File: config.mk
export PLATFORM = sky130hd
export DESIGN_NAME = ifmap_preload_ctrl
export DESIGN_NICKNAME = d
export VERILOG_FILES = /design/src/rtl/ifmap_preload_ctrl.sv
export SDC_FILE = /design/constraint.sdc
export NUM_CORES = 1
export LEC_CHECK = 0
export CELL_PAD_IN_SITES_DETAIL_PLACEMENT = 0
export CELL_PAD_IN_SITES_GLOBAL_PLACEMENT = 2
export CORE_MARGIN = 2
export CORE_UTILIZATION = 38
export CTS_CLUSTER_SIZE = 20
export DETAILED_ROUTE_END_ITERATION = 12
export PLACE_DENSITY_LB_ADDON = 0.1
export SYNTH_ARGS = -nofsm -noshare
export SYNTH_HDL_FRONTEND = slang
export SYNTH_SLANG_ARGS = --single-unit
File: constraint.sdc
create_clock -name clk -period 3.8 [get_ports clk]
set_input_delay 0.57 -clock clk [delete_from_list [all_inputs] [get_ports clk]]
set_output_delay 0.57 -clock clk [all_outputs]
set_load 0.02 [all_outputs]
File: src/rtl/ifmap_preload_ctrl.sv
// ifmap_preload_ctrl
//
// Sequencing controller for the ifmap preload FIFO. For each tile it:
//   - gates AXIS beats into the FIFO;
//   - tracks how many complete vectors are resident;
//   - grants FIFO reads to the MAC array only when a fully assembled vector is present.
// Each vector is packed from floor(C/6)+1 AXIS words, six channels per word.
//
// Optional feature: define PRELOAD_CTRL_CHECK_EN to compare the controller's slot
// occupancy against the FIFO's fifo_cnt every cycle. A mismatch sets a sticky chk_err_o.
//
// Ports:
//   clk, rst_n               clock, asynchronous active-low reset
//   start_i                  tile start pulse, sampled only in IDLE
//   input_channel_size_i     channels per vector (1..MAC_NUM), latched at start
//   vector_num_i             vectors in the tile (non-zero), latched at start
//   s_axis_tvalid_i          AXIS beat valid
//   s_axis_tready_o          AXIS beat accepted
//   load_ifmaps_preload_o    FIFO write strobe (tvalid & tready)
//   fifo_read_o              FIFO read strobe / MAC grant
//   fifo_cnt_i               FIFO occupancy, only observed by the checker
//   mac_req_i                MAC array requests the next vector
//   busy_o                   controller not idle
//   done_o                   one-cycle pulse once the tile has been consumed
//   cfg_err_o                one-cycle pulse after a rejected start
//   chk_err_o                sticky occupancy consistency error
module ifmap_preload_ctrl #(
    parameter int unsigned MAC_NUM    = 256,
    parameter int unsigned FIFO_DEPTH = 4,
    parameter int unsigned FIFO_CNT_W = 3,
    parameter int unsigned VEC_W      = 16
) (
    input  logic                  clk,
    input  logic                  rst_n,
    input  logic                  start_i,
    input  logic [11:0]           input_channel_size_i,
    input  logic [VEC_W-1:0]      vector_num_i,
    input  logic                  s_axis_tvalid_i,
    output logic                  s_axis_tready_o,
    output logic                  load_ifmaps_preload_o,
    output logic                  fifo_read_o,
    input  logic [FIFO_CNT_W-1:0] fifo_cnt_i,
    input  logic                  mac_req_i,
    output logic                  busy_o,
    output logic                  done_o,
    output logic                  cfg_err_o,
    output logic                  chk_err_o
);

    typedef enum logic [1:0] {StIdle, StLoad, StDrain, StDone} state_e;

    state_e           state_q, state_d;
    logic [11:0]      chan_q, chan_d;
    logic [VEC_W-1:0] num_q, num_d;
    logic [8:0]       ch_off_q, ch_off_d;
    logic [VEC_W-1:0] started_q, started_d;
    logic [VEC_W-1:0] wr_done_q, wr_done_d;
    logic [VEC_W-1:0] rd_cnt_q, rd_cnt_d;
    logic             cfg_err_q, cfg_err_d;

    logic             cfg_ok;
    logic             last_word;
    logic [VEC_W-1:0] occupancy;
    logic             active;

    assign cfg_ok = (input_channel_size_i != 12'd0)
                 && (input_channel_size_i <= 12'(MAC_NUM))
                 && (vector_num_i != '0);

    // The word that would carry channels past C closes the vector.
    assign last_word = ({3'b000, ch_off_q} + 12'd6) > chan_q;

    // Slots owned by vectors that have started writing but are not yet read.
    assign occupancy = started_q - rd_cnt_q;
    assign active    = (state_q == StLoad) || (state_q == StDrain);

    // Only fully written vectors are granted; a partial vector is invisible to the MAC.
    assign fifo_read_o = mac_req_i && (wr_done_q != rd_cnt_q) && active;

    // A mid-vector word already has its slot; a new vector needs a free slot, counting
    // the one a same-cycle read releases.
    assign s_axis_tready_o = (state_q == StLoad)
                          && ((ch_off_q != 9'd0) || (occupancy < VEC_W'(FIFO_DEPTH))
                              || fifo_read_o);
    assign load_ifmaps_preload_o = s_axis_tvalid_i && s_axis_tready_o;

    assign busy_o    = (state_q != StIdle);
    assign done_o    = (state_q == StDone);
    assign cfg_err_o = cfg_err_q;

    always_comb begin
        state_d   = state_q;
        chan_d    = chan_q;
        num_d     = num_q;
        ch_off_d  = ch_off_q;
        started_d = started_q;
        wr_done_d = wr_done_q;
        rd_cnt_d  = rd_cnt_q + VEC_W'(fifo_read_o);
        cfg_err_d = 1'b0;

        unique case (state_q)
            StIdle: begin
                if (start_i) begin
                    if (cfg_ok) begin
                        state_d   = StLoad;
                        chan_d    = input_channel_size_i;
                        num_d     = vector_num_i;
                        ch_off_d  = 9'd0;
                        started_d = '0;
                        wr_done_d = '0;
                        rd_cnt_d  = '0;
                    end else begin
                        cfg_err_d = 1'b1;
                    end
                end
            end
            StLoad: begin
                if (load_ifmaps_preload_o) begin
                    if (ch_off_q == 9'd0) begin
                        started_d = started_q + VEC_W'(1);
                    end
                    if (last_word) begin
                        ch_off_d  = 9'd0;
                        wr_done_d = wr_done_q + VEC_W'(1);
                        if (wr_done_q + VEC_W'(1) == num_q) begin
                            state_d = StDrain;
                        end
                    end else begin
                        ch_off_d = ch_off_q + 9'd6;
                    end
                end
            end
            StDrain: begin
                if (fifo_read_o && (rd_cnt_q + VEC_W'(1) == num_q)) begin
                    state_d = StDone;
                end
            end
            StDone: begin
                state_d = StIdle;
            end
            default: begin
                state_d = StIdle;
            end
        endcase
    end

    always_ff @(posedge clk or negedge rst_n) begin
        if (!rst_n) begin
            state_q   <= StIdle;
            chan_q    <= 12'd0;
            num_q     <= '0;
            ch_off_q  <= 9'd0;
            started_q <= '0;
            wr_done_q <= '0;
            rd_cnt_q  <= '0;
            cfg_err_q <= 1'b0;
        end else begin
            state_q   <= state_d;
            chan_q    <= chan_d;
            num_q     <= num_d;
            ch_off_q  <= ch_off_d;
            started_q <= started_d;
            wr_done_q <= wr_done_d;
            rd_cnt_q  <= rd_cnt_d;
            cfg_err_q <= cfg_err_d;
        end
    end

`ifdef PRELOAD_CTRL_CHECK_EN
    logic chk_err_q, chk_err_d;

    assign chk_err_d = chk_err_q || (occupancy[FIFO_CNT_W-1:0] != fifo_cnt_i);

    always_ff @(posedge clk or negedge rst_n) begin
        if (!rst_n) begin
            chk_err_q <= 1'b0;
        end else begin
            chk_err_q <= chk_err_d;
        end
    end

    assign chk_err_o = chk_err_q;
`else
    logic unused_fifo_cnt;

    assign unused_fifo_cnt = ^fifo_cnt_i;
    assign chk_err_o       = 1'b0;
`endif

endmodule

==> impl_results.md <==
* Status: finished clean
* H-tree levels at 3
* TritonCTS clock tree: done
* CP Cell Sequence: ha_1 -> a2111o_1 -> a211oi_2 -> xor2_1 -> o2111ai_1 -> nor4_4 -> a32oi_4 -> nor2_2 -> buf_4
* IO buf count at 38
* Period utilization at 97.21%
* Fraction of registers with async set/reset at 100.0%
* Worst R2R Setup Slack at roughly 0.24 ns
* CP Data Required Time at 3.23 ns
* DRT iter0 DRCs at 477
* Min-delay worst type: primary input to asynchronous set/reset pin
* Area Overhead vs Synth at 19.74%
* Mapped Cells at between 700 and 800
* VDD IR max at between 0.3 and 0.4 mV
* GRT overflow at 0
* Vias in the first global route at 6028
* Hold Fails Final Rpt at 0
* Total negative slack at 0 ns
* Ant. Diodes at 0
* Final antenna-violating net count at 0
* I/O pin count at 43
* Clk_lat worst skew at roughly 0.35 ns
* Max stage delay on crit path at 0.43 ns
* Commonest cells post-synth: dfrtp_1 (87), nand2_1 (59), xnor2_1 (50), nor2_1 (49), inv_1 (48)
* Most common cell in the netlist: dfrtp_1
* Clock buffer depth at 2
* Post-synth EDFFs at 0
* Reg2reg start: started_q[1]
* Layout fillers at ~1700
* DRC Markers at 0
* Synth area leader: dfrtp_1
* Slew Limit Fails at 0
* Area contributors post-synth: dfrtp_1 (32%), xnor2_1 (6.4%), ha_1 (6.1%)
* Core Area at 17420 sq um
* Avg Synthesized Cell Area at around 8.6 sq um
* Initial antenna violation count at 0
* Post-synthesis cell type count at 73
* Synth Net Count at about 860
* Worst slew margin at around 34%
* Final net count at 931
* Util after Layout at 46.84%
* Total CTS buffers at 9
* Synth Warn # at 0
* Vias at 6325
* CP Capture Type: primary output
* Worst-case reg-to-reg path depth at 12
* HPWL after detailed placement at about 16000 um
* Die width at roughly 140 um
* Starting Density at 39.12%
* Area of the multi-input gates at 4328 sq um
* Die area at about 19000 sq um
* Cell row count at 48
* Die Span Y at 137.9 um
* R2R Path End: wr_done_q[15]
* Register area share after synthesis at approximately a third
* Avg WL per Cell at approximately 20 um
* Detailed Route WL at roughly 22000 um
* CTS Root Buffer Type: clkbuf_16
* Total of max-cap violations at 0
* Placed Instances at ~1100
* P_leak at 0.003510 uW
* Final GP Congestion at approximately 0.85
* Finished Layout Cells at between 1000 and 1500
* Clk slew on worst S/H paths at 0.07 ns
* Storage cell area at 2177 sq um
* Least-Margin Pin Slew at 0.9937 ns
* Avg Vias per Cell at slightly below 6
* Ys flop type: dfrtp_1
* First-pass GRT wire length at 33700 um
* Share of cells above drive strength 1 at 14.65%
* Largest net degree at the start of global routing at 54
* # setup viols final at 0
* Global Route Usage Sum at 23.43%
* Share of the synthesized area in the top cell type at 31.96%
* #FFs+latches synth at 87
* Final Skew at 0.01119 ns
* Worst Path Arrival at 3.12 ns
* Pre-Repair DR Iteration Count at 5
* Tmin final at 3.694 ns
* Slowest cell on the critical path: dfrtp_1
* Fmax at 270.7 MHz
* Clk sink count at 87
* Mapped Area at 6813 sq um
* Max Fanout on Critical Path at 3
* Startpoint Class: flop
* Crit Path Class: flop to primary output
* Power density cells at just under 700 nW/um^2
[worst max-delay path, delay by kind of cell (launching register included)]
kind                     cells  cell delay [ns]
AO/OA/AOI/OAI                4             1.09
AND/OR/NAND/NOR              2             0.48
flip-flops                   1             0.43
adder cells (fa/ha/maj)      1             0.35
XOR/XNOR                     1             0.25
buffers and inverters        1             0.17
[through the flow]
| step | total power, uW | cell area (sq um) | worst slack, ns | hold slack [ns] |
|---|---|---|---|---|
| after floorplan | 3519 | 6813 | 0.1038 | 0.2744 |
| after global placement | 4580 | 7784 | 0.01796 | 0.4847 |
| after detailed placement | 4652 | 7784 | -0.0003539 | 0.4939 |
| after CTS | 5640 | 8104 | 0.01396 | 0.2905 |
| after global routing | 6044 | 8158 | -0.02643 | 0.3094 |
| final | 5676 | 8158 | 0.1060 | 0.2496 |
[state kept, by name, indices dropped and copies added (netlist names)]
name	cells
num_q	16
rd_cnt_q	16
started_q	16
wr_done_q	16
chan_q	12
ch_off_q	8
state_q	2
cfg_err_o	1
[placed cells by master (no fill, tap or decap), drive strengths merged, types with 5 or more instances in the layout]
cell           instances
a311oi                 5
ha                    33
mux2i                 10
clkbuf                12
or4                   12
nand2b                 7
nand3                 28
a21o                   7
inv                   48
nor2                  49
a2bb2oi                6
o21a                   5
clkdlybuf4s50         35
xnor2                 50
or3                   17
and3                  16
o31ai                  6
and2                   8
a31oi                  8
a211oi                11
dfrtp                 87
o211ai                12
o21ai                 31
xor2                  34
mux2                  18
nor3                  24
o311ai                 5
buf                   71
nand4                 19
nand2                 60
nor2b                  8
nor4                  28
a211o                  5
a21oi                 36
[per-layer routing]
layer	wire length [um]	GRT usage (%)
met1	10030	32.17
met2	10180	38.28
met3	743	2.230
met4	575	8.844
met5	0	0
[how the worst max path moves through the flow]
stage / startpoint / endpoint / slack [ns] / cells after the start
after global routing: started_q[1] / load_ifmaps_preload_o / -0.03 / 9
after CTS: started_q[2] / s_axis_tready_o / 0.01 / 11
after floorplan: rd_cnt_q[2] / load_ifmaps_preload_o / 0.10 / 12
after detailed placement: started_q[2] / load_ifmaps_preload_o / -0.0004 / 10
after global placement: started_q[2] / load_ifmaps_preload_o / 0.02 / 10
final: started_q[1] / load_ifmaps_preload_o / 0.11 / 9
[cells by family after synthesis]
group / count (synthesis) / share of synthesized area [%]
fa+ha+maj: 33 / 6.061
simple gates: 287 / 22.53
buf+inv: 93 / 5.565
flops: 87 / 31.96
compound gates: 176 / 18.59
other cells: 1 / 0.05504
mux: 28 / 4.444
xor+xnor: 84 / 10.80
[area by class of cell]
class / instances / share of cell area, %
sequential: 87 / 26.69
multi-input combinational: 609 / 53.05
timing repair buffer: 106 / 10.80
tap: 225 / 3.451
clock buffer: 12 / 2.899
clock inverter: 4 / 0.8589
inverter: 49 / 2.255
[what timing repair did]
action | 4_1_cts | 5_1_grt
gates resized for setup | 9 | 12
pin swaps | 1 | 3
hold buffers | 0 | 0
endpoints found under the setup margin | 2 | 4
buffers inserted | 1 | 1
[power by group]
part	switching, uW	internal, uW
registers	301	1190
logic	1880	1340
clock network	387	576
total	2570	3110
(Power assumes the default switching activity.)
